<file path="config.mk">
export PLATFORM = sky130hd
export DESIGN_NAME = seg7_scan_decoder
export DESIGN_NICKNAME = d
export VERILOG_FILES = /design/src/rtl/seg7_scan_decoder_pkg.sv /design/src/rtl/seg7_pattern_decode.sv /design/src/rtl/seg7_scan_decoder.sv
export SDC_FILE = /design/constraint.sdc
export NUM_CORES = 1
export LEC_CHECK = 0
export ABC_AREA = 1
export CORE_MARGIN = 2
export CORE_UTILIZATION = 58
export DETAILED_ROUTE_END_ITERATION = 6
export PLACE_DENSITY = 0.85
export SKIP_LAST_GASP = 1
export SYNTH_ARGS = -nofsm -noshare
export SYNTH_HDL_FRONTEND = slang
export SYNTH_SLANG_ARGS = --single-unit
</file>
<file path="constraint.sdc">
create_clock -name clk -period 2.9 [get_ports clk]
set_input_delay 0.435 -clock clk [delete_from_list [all_inputs] [get_ports clk]]
set_output_delay 0.435 -clock clk [all_outputs]
set_load 0.05 [all_outputs]
</file>
<file path="src/rtl/seg7_scan_decoder_pkg.sv">
// Shared constants for the scanned 7-segment display decoder.
// Holds the active-high segment code table (index = hex digit) and FSM state encoding.
// Latency / backpressure: not applicable (package only).
package seg7_scan_decoder_pkg;

    // Active-high segment codes, bit0 = a ... bit6 = g.
    // Packed concatenation lists entry 15 first, so SEG_CODE[i] is the code for digit i.
    localparam logic [15:0][6:0] SEG_CODE = {
        7'h71, 7'h79, 7'h5E, 7'h39, 7'h7C, 7'h77, 7'h6F, 7'h7F,
        7'h07, 7'h7D, 7'h6D, 7'h66, 7'h4F, 7'h5B, 7'h06, 7'h3F
    };

    typedef enum logic {
        WAIT_D0 = 1'b0,
        CAP     = 1'b1
    } state_t;

endpackage

</file>
<file path="src/rtl/seg7_pattern_decode.sv">
// Combinational 7-segment pattern to hex nibble decoder with illegal-pattern flag.
// Latency: zero cycles (pure combinational). Backpressure: none.
// Ports: pattern (active-high segments) in; nibble and illegal out (nibble is 0 when illegal).
module seg7_pattern_decode
    import seg7_scan_decoder_pkg::*;
(
    input  logic [6:0] pattern,
    output logic [3:0] nibble,
    output logic       illegal
);

    always_comb begin
        nibble  = 4'h0;
        illegal = 1'b1;
        for (int i = 0; i < 16; i++) begin
            if (pattern == SEG_CODE[i]) begin
                nibble  = 4'(i);
                illegal = 1'b0;
            end
        end
    end

endmodule

</file>
<file path="src/rtl/seg7_scan_decoder.sv">
// Recovers 4-digit hex frames from a multiplexed 7-segment display bus.
// Latency: final digit change to frame_valid/frame_err is 1 + (STABLE_CYCLES-1) + 1 cycles.
// Backpressure: none; the display is observed passively and outputs are single-cycle pulses.
// Ports: clk, rst_n (async active-low); seg_n[6:0], dig_sel_n[3:0] active-low display lines;
//        value[15:0] last good frame, frame_valid/frame_err pulses, err_digit illegal-digit mask.
module seg7_scan_decoder
    import seg7_scan_decoder_pkg::*;
#(
    parameter int STABLE_CYCLES = 4
) (
    input  logic        clk,
    input  logic        rst_n,
    input  logic [6:0]  seg_n,
    input  logic [3:0]  dig_sel_n,
    output logic [15:0] value,
    output logic        frame_valid,
    output logic        frame_err,
    output logic [3:0]  err_digit
);

    localparam logic [7:0] STAB_MAX = 8'(STABLE_CYCLES);

    // Sample stage and the previous sample used for change detection.
    logic [6:0]  seg_q, seg_p;
    logic [3:0]  sel_q, sel_p;
    logic [7:0]  cnt, cnt_nxt;

    state_t      state, state_nxt;
    logic [1:0]  idx, idx_nxt;
    logic [15:0] work, work_nxt;
    logic [3:0]  werr, werr_nxt;
    logic [15:0] value_nxt;
    logic        fv_nxt, fe_nxt;
    logic [3:0]  errd_nxt;

    logic        stable, accept, blank, onehot;
    logic [3:0]  sel_act;
    logic [1:0]  dig;
    logic [3:0]  nib;
    logic        ill;

    seg7_pattern_decode u_dec (
        .pattern (~seg_q),
        .nibble  (nib),
        .illegal (ill)
    );

    assign stable  = (seg_q == seg_p) && (sel_q == sel_p);
    assign cnt_nxt = !stable ? 8'd0 : ((cnt == STAB_MAX) ? cnt : cnt + 8'd1);
    // Counter steps to STABLE_CYCLES-1 exactly once per steady period, then saturates.
    assign accept  = stable && (cnt == STAB_MAX - 8'd2);
    assign sel_act = ~sel_q;
    assign blank   = (sel_act == 4'h0);
    assign onehot  = !blank && ((sel_act & (sel_act - 4'd1)) == 4'h0);

    always_comb begin
        dig = 2'd0;
        case (sel_act)
            4'b0010: dig = 2'd1;
            4'b0100: dig = 2'd2;
            4'b1000: dig = 2'd3;
            default: dig = 2'd0;
        endcase
    end

    always_comb begin
        state_nxt = state;
        idx_nxt   = idx;
        work_nxt  = work;
        werr_nxt  = werr;
        value_nxt = value;
        fv_nxt    = 1'b0;
        fe_nxt    = 1'b0;
        errd_nxt  = err_digit;
        if (accept && !blank) begin
            case (state)
                WAIT_D0: begin
                    if (onehot && dig == 2'd0) begin
                        work_nxt[3:0] = nib;
                        werr_nxt      = {3'b000, ill};
                        state_nxt     = CAP;
                        idx_nxt       = 2'd1;
                    end
                end
                CAP: begin
                    if (!onehot) begin
                        fe_nxt    = 1'b1;
                        errd_nxt  = werr;
                        state_nxt = WAIT_D0;
                    end else if (dig == idx) begin
                        work_nxt[{dig, 2'b00} +: 4] = nib;
                        if (ill) werr_nxt[dig] = 1'b1;
                        if (idx == 2'd3) begin
                            state_nxt = WAIT_D0;
                            errd_nxt  = werr_nxt;
                            if (werr_nxt == 4'h0) begin
                                value_nxt = work_nxt;
                                fv_nxt    = 1'b1;
                            end else begin
                                fe_nxt    = 1'b1;
                            end
                        end else begin
                            idx_nxt = idx + 2'd1;
                        end
                    end else begin
                        // Out-of-order digit: report the abort, and if it is digit 0
                        // treat it as the first digit of a fresh frame.
                        fe_nxt    = 1'b1;
                        errd_nxt  = werr;
                        state_nxt = WAIT_D0;
                        if (dig == 2'd0) begin
                            work_nxt[3:0] = nib;
                            werr_nxt      = {3'b000, ill};
                            state_nxt     = CAP;
                            idx_nxt       = 2'd1;
                        end
                    end
                end
                default: state_nxt = WAIT_D0;
            endcase
        end
    end

    always_ff @(posedge clk or negedge rst_n) begin
        if (!rst_n) begin
            seg_q       <= '1;
            seg_p       <= '1;
            sel_q       <= '1;
            sel_p       <= '1;
            cnt         <= 8'd0;
            state       <= WAIT_D0;
            idx         <= 2'd0;
            work        <= 16'h0;
            werr        <= 4'h0;
            value       <= 16'h0;
            frame_valid <= 1'b0;
            frame_err   <= 1'b0;
            err_digit   <= 4'h0;
        end else begin
            seg_q       <= seg_n;
            sel_q       <= dig_sel_n;
            seg_p       <= seg_q;
            sel_p       <= sel_q;
            cnt         <= cnt_nxt;
            state       <= state_nxt;
            idx         <= idx_nxt;
            work        <= work_nxt;
            werr        <= werr_nxt;
            value       <= value_nxt;
            frame_valid <= fv_nxt;
            frame_err   <= fe_nxt;
            err_digit   <= errd_nxt;
        end
    end

endmodule

</file>
Yosys cells after proc, flatten, opt, wreduce, memory -nomap -nowiden
Cells that the tools add are included.
{ "totals": {"ff_bits": 75, "in_bits": 13, "out_inout_bits": 22, "word_cells": 153} }
{ "classes": {"add_sub_neg": 4, "order_cmp": 2, "n_eq_ne": 31, "shifts": 2, "mux": 79, "bitwise_logic": 5, "reduce_logical": 16} }
{ "ops": {"columns": ["cell", "count"], "rows": [
  ["$mux W4", 24],
  ["$eq A7 B7 Y1 const B", 12],
  ["$mux W1", 35],
  ["$bwmux W16", 1],
  ["$mux W8", 2],
  ["$pmux W4 S2", 2],
  ["$shift A4 B6 Y16 const A", 1],
  ["$shiftx A4 B6 Y16", 1],
  ["$eq A7 B3 Y1 const B", 2],
  ["$eq A7 B6 Y1 const B", 2],
  ["$mux W2", 7],
  ["$logic_not A4 Y1", 3],
  ["$mux W3", 4],
  ["$add A8 B1 Y8 const B", 1],
  ["$eq A8 B2 Y1 const B", 1],
  ["$eq A8 B3 Y1 const B", 1],
  ["$reduce_and A4 Y1", 2],
  ["$eq A7 B7 Y1", 1],
  ["$not A7 Y7", 1],
  ["$logic_and A1 B1 Y1", 6],
  ["$ne A2 B2 Y1 const B", 3],
  ["$neg A4 Y6", 1],
  ["$pmux W2 S3", 1],
  ["$reduce_and A6 Y1", 1],
  ["other kinds (24)", 24]
]} }

Longest topological paths before layout
Gate-level depths: netlist of run 1.
{ "depth": {"word_depth": 30, "ltp_mapped": 17, "ltp_nobuf": 15} }

By module
Synthesis of run 1 repeated with hierarchy kept, for this count alone.
{ "unflattened": {"hier_cells": 511, "area_unflattened_um2": 4005.1} }
{ "by_module_without_submodules": {"columns": ["module", "n_inst", "cells_per_inst", "area_per_inst_um2", "seq_area_each_um2"], "rows": [
  ["seg7_scan_decoder", 1, 446, 3696.0, 1904.3],
  ["seg7_pattern_decode", 1, 65, 309.0, 0.0]
]} }

Worst setup path after synthesis of run 1
No wires, ideal clock.
{ "synth_path": {"path_type": "register -> register", "from": "register sel_q[3]", "to": "register value[10]", "setup_time_ns": 0.113, "arrival_time_ns": 2.081, "required_ns": 2.787, "path_slack_ns": 0.706, "stages_incl_launch_ff": 14, "path_buffers": 2, "period_less_slack_ns": 2.194, "path_cell_list": "dfstp_2 xor2_1 nand3_2 inv_2 clkbuf_1 ha_1 nand3_1 nand2_2 nor2_4 nand3_4 buf_6 nand2_1 nand2_1 inv_1"} }
{ "synth_via": {"elab_chain_cells": 15, "elab_cells_between_ends": 33, "classes_between": "2 x add/sub; 2 x order compare; 5 x eq/ne; 2 x shift; 9 x mux; 3 x bitwise; 10 x reduce/logical"} }
{ "synth_lines": {"columns": ["item", "line_no", "source"], "rows": [
  ["from (decl)", "seg7_scan_decoder.sv:25", "logic [3:0] sel_q, sel_p;"],
  ["from (signal assigned)", "seg7_scan_decoder.sv:141", "sel_q <= dig_sel_n;"],
  ["$not A4 Y4", "seg7_scan_decoder.sv:52", "assign sel_act = ~sel_q;"],
  ["$eq A4 B4 Y1 (tied with other cells)", "seg7_scan_decoder.sv:58", "case (sel_act)"],
  ["$pmux W2 S3", "seg7_scan_decoder.sv:58", null],
  ["$lt A2 B3 Y1 (implied by the code) or $ge A2 B1 Y1 (tied branches)", "seg7_scan_decoder.sv:92", "if (ill) werr_nxt[dig] = 1'b1;"],
  ["$logic_and A1 B1 Y1 (implied by the code)", "seg7_scan_decoder.sv:92", null],
  ["$mux W1 (implied by the code)", "seg7_scan_decoder.sv:92", null],
  ["$demux W1 S2", "seg7_scan_decoder.sv:92", null],
  ["$or A4 B4 Y4 (no line)", null, null],
  ["$mux W4", "seg7_scan_decoder.sv:92", null],
  ["$mux W4", "seg7_scan_decoder.sv:90", "end else if (dig == idx) begin"],
  ["$mux W4", "seg7_scan_decoder.sv:86", "if (!onehot) begin"],
  ["$mux W4", "seg7_scan_decoder.sv:76", "case (state)"],
  ["$mux W4", "seg7_scan_decoder.sv:75", "if (accept && !blank) begin"],
  ["$logic_not A4 Y1", "seg7_scan_decoder.sv:96", "if (werr_nxt == 4'h0) begin"],
  ["$reduce_and A6 Y1 (no line)", null, null],
  ["to (signal assigned)", "seg7_scan_decoder.sv:149", "value <= value_nxt;"],
  ["to (decl)", "seg7_scan_decoder.sv:15", "output logic [15:0] value,"]
]} }
Several ways; a longest one is shown, not always the timed one. The select of a mux whose other input is x is not followed.
A chain may end at the register's enable or synchronous reset.

Worst setup path after layout of run 1
{ "layout_path": {"from": "register sel_q[3]", "to": "register value[4]"} }
The elaborated chain is that of the path after synthesis.

==> impl_metrics.ini, run 1 <==
[routing]
drt-wirelength-per-cell_um = 11.98
drt_iter0_markers = 160
dr.pass1.iters = 5
ant_nets = 0
drc = 0
vias_per_cell = 5.143
drt-total-wl_mm = 7.772
vias = 3338

[synthesis]
yosysTopAreaCell = dfrtp_1
synth.area.mux_share = 0
synthDistinctLibCells = 36
synth_cells = 509
synth_xor_area_frac = 0.02371
syn-cell-area_um2 = 4064
synth_warnings = 0
synthSimpleGateAreaFrac = 0.2814
synth_seq_area_share = 0.4686
synthAdderAreaFrac = 0.03387
synth-seq-cells = 75
ys_top_cells_by_count = 135 x nand2_1, 80 x inv_1, 53 x dfrtp_1
synth_top_family_by_area = simple AND/OR/NAND/NOR gates
synth-edff-count = 0
synth_top_area_share = 0.3264
synth_fp_nets = 533
ys_top_cells_by_area = dfrtp_1 33%, dfstp_2 14%, nand2_1 12%
avgSynthCellArea_um2 = 7.984
synth_flop_cell = dfrtp_1
async_reset_ff_frac = 1.000
synth_compound_area_frac = 0.09914
yosysMostFrequentCell = nand2_1

[sta]
slew_headroom = 0.5569
fin_setup_tns_ns = 0
setup_viol = 0
slew_viol_final = 0
fin_crit_ns = 2.562
skew_ns = 0.01104
clock.fmax_ghz = 0.3903
tightest_slew_ns = 0.6647
rsz0062_at_grt = false
hold_ws_ns = 0.1107
hold_viol = 0
finalCritPeriodShare = 0.8835

[grt]
busiest_layer = met2
grt_max_degree = 45
antenna_found_initial = 0
grtUsageMet3 = 0.04807
grt_pass1_vias = 3121
grt_pass1_wl_mm = 13.68
track_usage = 0.2265
grt_use_met2 = 0.3636
grtUsageMet1 = 0.3061
overflow = 0

[clocking]
clk_pin_slew_ns = 0.08
cts_hold_buf = 0
clkSinkCount = 75
postCtsSetupBuffers = 0
cts_root_buffer = clkbuf_8
insertion_delay_ns = 0.35
clock_path_buffers = 2
cts_htree_levels = 3
cts_tree = done
cts-buffers-inserted = 9
cts_resized = 0

[setup_path]
cp_max_fo = 24
worstSetupStartpointType = flop
crit_required_ns = 3.19
crit_type = flop to flop
cp.arrival_ns = 2.85
worst_setup_path_end_kind = flop

[placed_design]
numPortBuffers = 34
gp_congestion = 0.9626
place_inst = 633
dp_hpwl_mm = 5.884
post_dp_cell_area_um2 = 4494

[pwr]
p_comb_frac = 0.072
switching_share = 0.2267
power_frac_seq = 0.499
netSwitchingPower_w = 0.0004962
powerDensity_nw_per_um2 = 463.2
power_w = 0.002189
vdd_drop_max_uv = 325.0
total_leakage_power_nw = 2.338
internal_power_w = 0.001693
power_frac_clock = 0.428

[finish]
layoutNonFillerInstCount = 649
nNetsFinal = 572
syn_to_final_growth_pct = 16.29
drive_above_1_share = 0.1356
final_cell_area_um2 = 4726
num_antenna_cells = 0

[floorplan]
dieArea_um2 = 7692
die_x_um = 87.71
placement_rows = 30
io_pins = 35
core_um2 = 6794
start_util = 0.5982
die_y_um = 87.71

[status]
status = completed

[worst_hold_path]
holdCritPathClass = input pin to asynchronous set/reset pin

[flow_run]
maxCapViolations = 0
## worst max-delay path, stage by stage, from the launching register on
cell     delay, ns
dfstp_2       0.58
xor2_1        0.19
nand3_2       0.17
inv_2         0.25
nand2_1       0.08
nand2_1       0.10
nand3_2       0.11
nor3_4        0.37
nand3_4       0.32
inv_1         0.19
nand2_1       0.07
nand2_1       0.06
## power groups by stage
stage          sequential, W  combinational, W  clock (W)
6_report             0.00109          0.000159   0.000938
5_1_grt              0.00110          0.000178   0.000997
4_1_cts              0.00109          0.000160   0.000956
3_5_place_dp         0.00111          0.000159          0
3_3_place_gp         0.00111          0.000155          0
2_1_floorplan        0.00111         0.0000997          0
## per-layer routing
| metal | vias up | wire length [um] |
|---|---|---|
| met5 | - | 0 |
| met2 | 95 | 3639 |
| li1 | 1696 | - |
| met1 | 1538 | 3696 |
| met4 | 0 | 76 |
| met3 | 9 | 360 |
## final timing paths
path                                     from              endpoint  slack, ns  cells after the start
hold reg to reg            sel_q[1]$_DFF_PN1_    sel_p[1]$_DFF_PN1_       0.39                      0
setup reg to reg           sel_q[3]$_DFF_PN1_  value[4]$_DFFE_PN0P_       0.34                     11
hold / removal                          rst_n    cnt[4]$_DFFE_PN0P_       0.11                      1
setup / recovery           sel_q[3]$_DFF_PN1_  value[4]$_DFFE_PN0P_       0.34                     11
max in group asynchronous               rst_n   work[4]$_DFFE_PN0P_       2.13                      2
min in group clk           sel_q[1]$_DFF_PN1_    sel_p[1]$_DFF_PN1_       0.39                      0
## state kept, by name, indices dropped and copies added, names as in the netlist, 4 cells and up
| register | count |
|---|---|
| value | 16 |
| work | 16 |
| cnt | 8 |
| seg_p | 7 |
| seg_q | 7 |
| err_digit | 4 |
| sel_p | 4 |
| sel_q | 4 |
| werr | 4 |
## cells in the final DEF, fill, tap and decap left out, types with 4 or more instances in the layout
cell / Yosys / routed
a22oi_1: 4 / 4
dfrtp_1: 53 / 53
o21ai_2: 6 / 6
inv_1: 80 / 80
nand2_2: 6 / 6
nand4_1: 18 / 18
nor2_1: 44 / 44
xnor2_1: 6 / 6
nand2_1: 135 / 135
nor2_2: 7 / 7
o211ai_1: 5 / 5
nor3_1: 6 / 6
o21ai_0: 27 / 27
ha_1: 11 / 11
clkdlybuf4s50_1: 0 / 33
a21oi_1: 10 / 10
xor2_1: 5 / 5
clkbuf_8: 0 / 9
dfstp_2: 22 / 22
nand3_1: 25 / 25
inv_2: 6 / 6
## logic make-up after synthesis
group | after synthesis
XOR/XNOR | 11
AND/OR/NAND/NOR | 252
AO/OA/AOI/OAI | 65
buffers and inverters | 95
flip-flops | 75
adder cells (fa/ha/maj) | 11
## layout make-up
cell class / instances / area [um2]
inverter: 87 / 326.6
clock inverter: 6 / 103.9
clock buffer: 10 / 127.6
tap: 96 / 120.1
multi-input combinational: 339 / 1780
timing repair buffer: 36 / 362.8
fill: 545 / 2068
sequential: 75 / 1904
## stage by stage
stage,utilization,setup slack [ns]
finish,0.6956,0.3378
CTS,0.6956,0.3323
global route,0.6956,0.09415
detailed placement,0.6615,0.3424
floorplan,-,0.7061
global placement,0.6615,0.5035
Note: power is estimated with default switching activity, not from simulation.
==> run 2, diff against run 1 <==
- CORE_MARGIN: 2 -> unset
- CORE_UTILIZATION: 58 -> 45
- PLACE_DENSITY: 0.85 -> 0.7
==> impl_metrics.ini, run 2 (same netlist as run 1, synthesis figures left out) <==
[routing]
drt-total-wl_mm = 8.215
dr.pass1.iters = 5
drc = 0
drt_iter0_markers = 188
vias = 3331
drt-wirelength-per-cell_um = 12.45
vias_per_cell = 5.047
ant_nets = 0

[clocking]
postCtsSetupBuffers = 0
cts_tree = done
cts_htree_levels = 3
clk_pin_slew_ns = 0.08
insertion_delay_ns = 0.36
cts-buffers-inserted = 9
cts_resized = 0
clock_path_buffers = 2
cts_root_buffer = clkbuf_8
clkSinkCount = 75
cts_hold_buf = 0

[sta]
setup_viol = 0
slew_headroom = 0.3952
worst_slack_ns = 0.3295
hold_viol = 0
fin_setup_tns_ns = 0
fin_crit_ns = 2.570
slew_viol_final = 0
skew_ns = 0.01106
finalCritPeriodShare = 0.8864
tightest_slew_ns = 0.9071
hold_ws_ns = 0.2163
clock.fmax_ghz = 0.3890
rsz0062_at_grt = false

[setup_path]
crit_required_ns = 3.19
rr_worst_depth = 11
cp_max_fo = 24
cp.arrival_ns = 2.86
cp_cell_sequence = xor2_1 > nand3_2 > inv_2 > nand2_1 > nand2_1 > nand3_2 > nor3_4 > nand3_4 > inv_1 > nand2_1 > nand2_1
path_common_cell = nand2_1
timing.rr.end = value[4]$_DFFE_PN0P_
cp_slowest_cell = dfstp_2
slowest_delay_ns = 0.58
r2r-start = sel_q[3]$_DFF_PN1_
worstSetupStartpointType = flop
crit_type = flop to flop
path_buf_inv = 2
worst_setup_path_end_kind = flop
r2r_setup_slack_ns = 0.33
crit_family = simple AND/OR/NAND/NOR gates

[floorplan]
io_pins = 35
start_util = 0.4660
dieArea_um2 = 9415
die_y_um = 97.03
placement_rows = 34
core_um2 = 8721
die_x_um = 97.03

[finish]
layoutNonFillerInstCount = 660
layout_common_cells = 135 x nand2_1, 80 x inv_1, 53 x dfrtp_1, 44 x nor2_1, 33 x clkdlybuf4s50_1
reg_top3 = value x16, work x16, cnt x8
drive_above_1_share = 0.1359
syn_to_final_growth_pct = 16.13
num_antenna_cells = 0
nNetsFinal = 571
final_common_cell = nand2_1
fill_cells = 814
regArea_um2 = 1904
final_util = 0.5412
multi_input_area_um2 = 1780

[pwr]
vdd_drop_max_uv = 262.2
total_leakage_power_nw = 2.324
powerDensity_nw_per_um2 = 459.1

[flow_run]
maxCapViolations = 0

[grt]
antenna_found_initial = 0
grt_pass1_vias = 3263
overflow = 0
track_usage = 0.1910
grt_max_degree = 76
grt_pass1_wl_mm = 14.68

[status]
status = completed

[placed_design]
dp_hpwl_mm = 5.900
numPortBuffers = 34
place_inst = 644
gp_congestion = 0.9340
dp_slack_ns = 0.3668

[worst_hold_path]
holdCritPathClass = input pin to asynchronous set/reset pin
-- run 2: cell type report --
type / instances / share of cell area
tap: 108 / 0.02863
inverter: 87 / 0.06919
sequential: 75 / 0.4035
clock inverter: 4 / 0.01538
timing repair buffer: 35 / 0.07317
clock buffer: 12 / 0.03287
multi-input combinational: 339 / 0.3773
-- run 2: power breakdown --
| group | switching [W] | total, W | internal (W) |
|---|---|---|---|
| clock | 0.000386 | 0.000917 | 0.000531 |
| combinational | 0.000107 | 0.000157 | 0.0000502 |
| sequential | 0.0000186 | 0.00109 | 0.00107 |
-- run 2: worst max-delay path by stage --
| stage | start | end | slack [ns] | cells after the start |
|---|---|---|---|---|
| after global routing | sel_q[3]$_DFF_PN1_ | value[4]$_DFFE_PN0P_ | 0.05 | 11 |
| after CTS | sel_q[3]$_DFF_PN1_ | value[4]$_DFFE_PN0P_ | 0.31 | 11 |
| after global placement | sel_q[3]$_DFF_PN1_ | value[4]$_DFFE_PN0P_ | 0.47 | 11 |
| final | sel_q[3]$_DFF_PN1_ | value[4]$_DFFE_PN0P_ | 0.33 | 11 |
| after detailed placement | sel_q[3]$_DFF_PN1_ | value[4]$_DFFE_PN0P_ | 0.37 | 11 |
| after floorplan | sel_q[3]$_DFF_PN1_ | value[10]$_DFFE_PN0P_ | 0.71 | 13 |
-- run 2: per-layer routing --
metal,up-vias,share of wire,GRT usage
li1,1689,-,-
met3,8,0.039,0.03829
met1,1578,0.49,0.2595
met4,0,0.0099,0.07463
met2,56,0.47,0.3007
met5,-,0,0
-- run 2: through the flow --
step           area, um2  total power [W]
6_report            4720         0.002167
5_1_grt             4720         0.002256
4_1_cts             4720         0.002188
3_5_place_dp        4492         0.001270
3_3_place_gp        4492         0.001265
2_1_floorplan       4064         0.001207
==> run 3, diff against run 2 <==
--- a/constraint.sdc
+++ b/constraint.sdc
@@ -3,2 +3,2 @@
 set_output_delay 0.435 -clock clk [all_outputs]
-set_load 0.05 [all_outputs]
+set_load 0.005 [all_outputs]
==> results of run 3 <==
The final DEF is identical to that of run 2; final timing and power are the same.
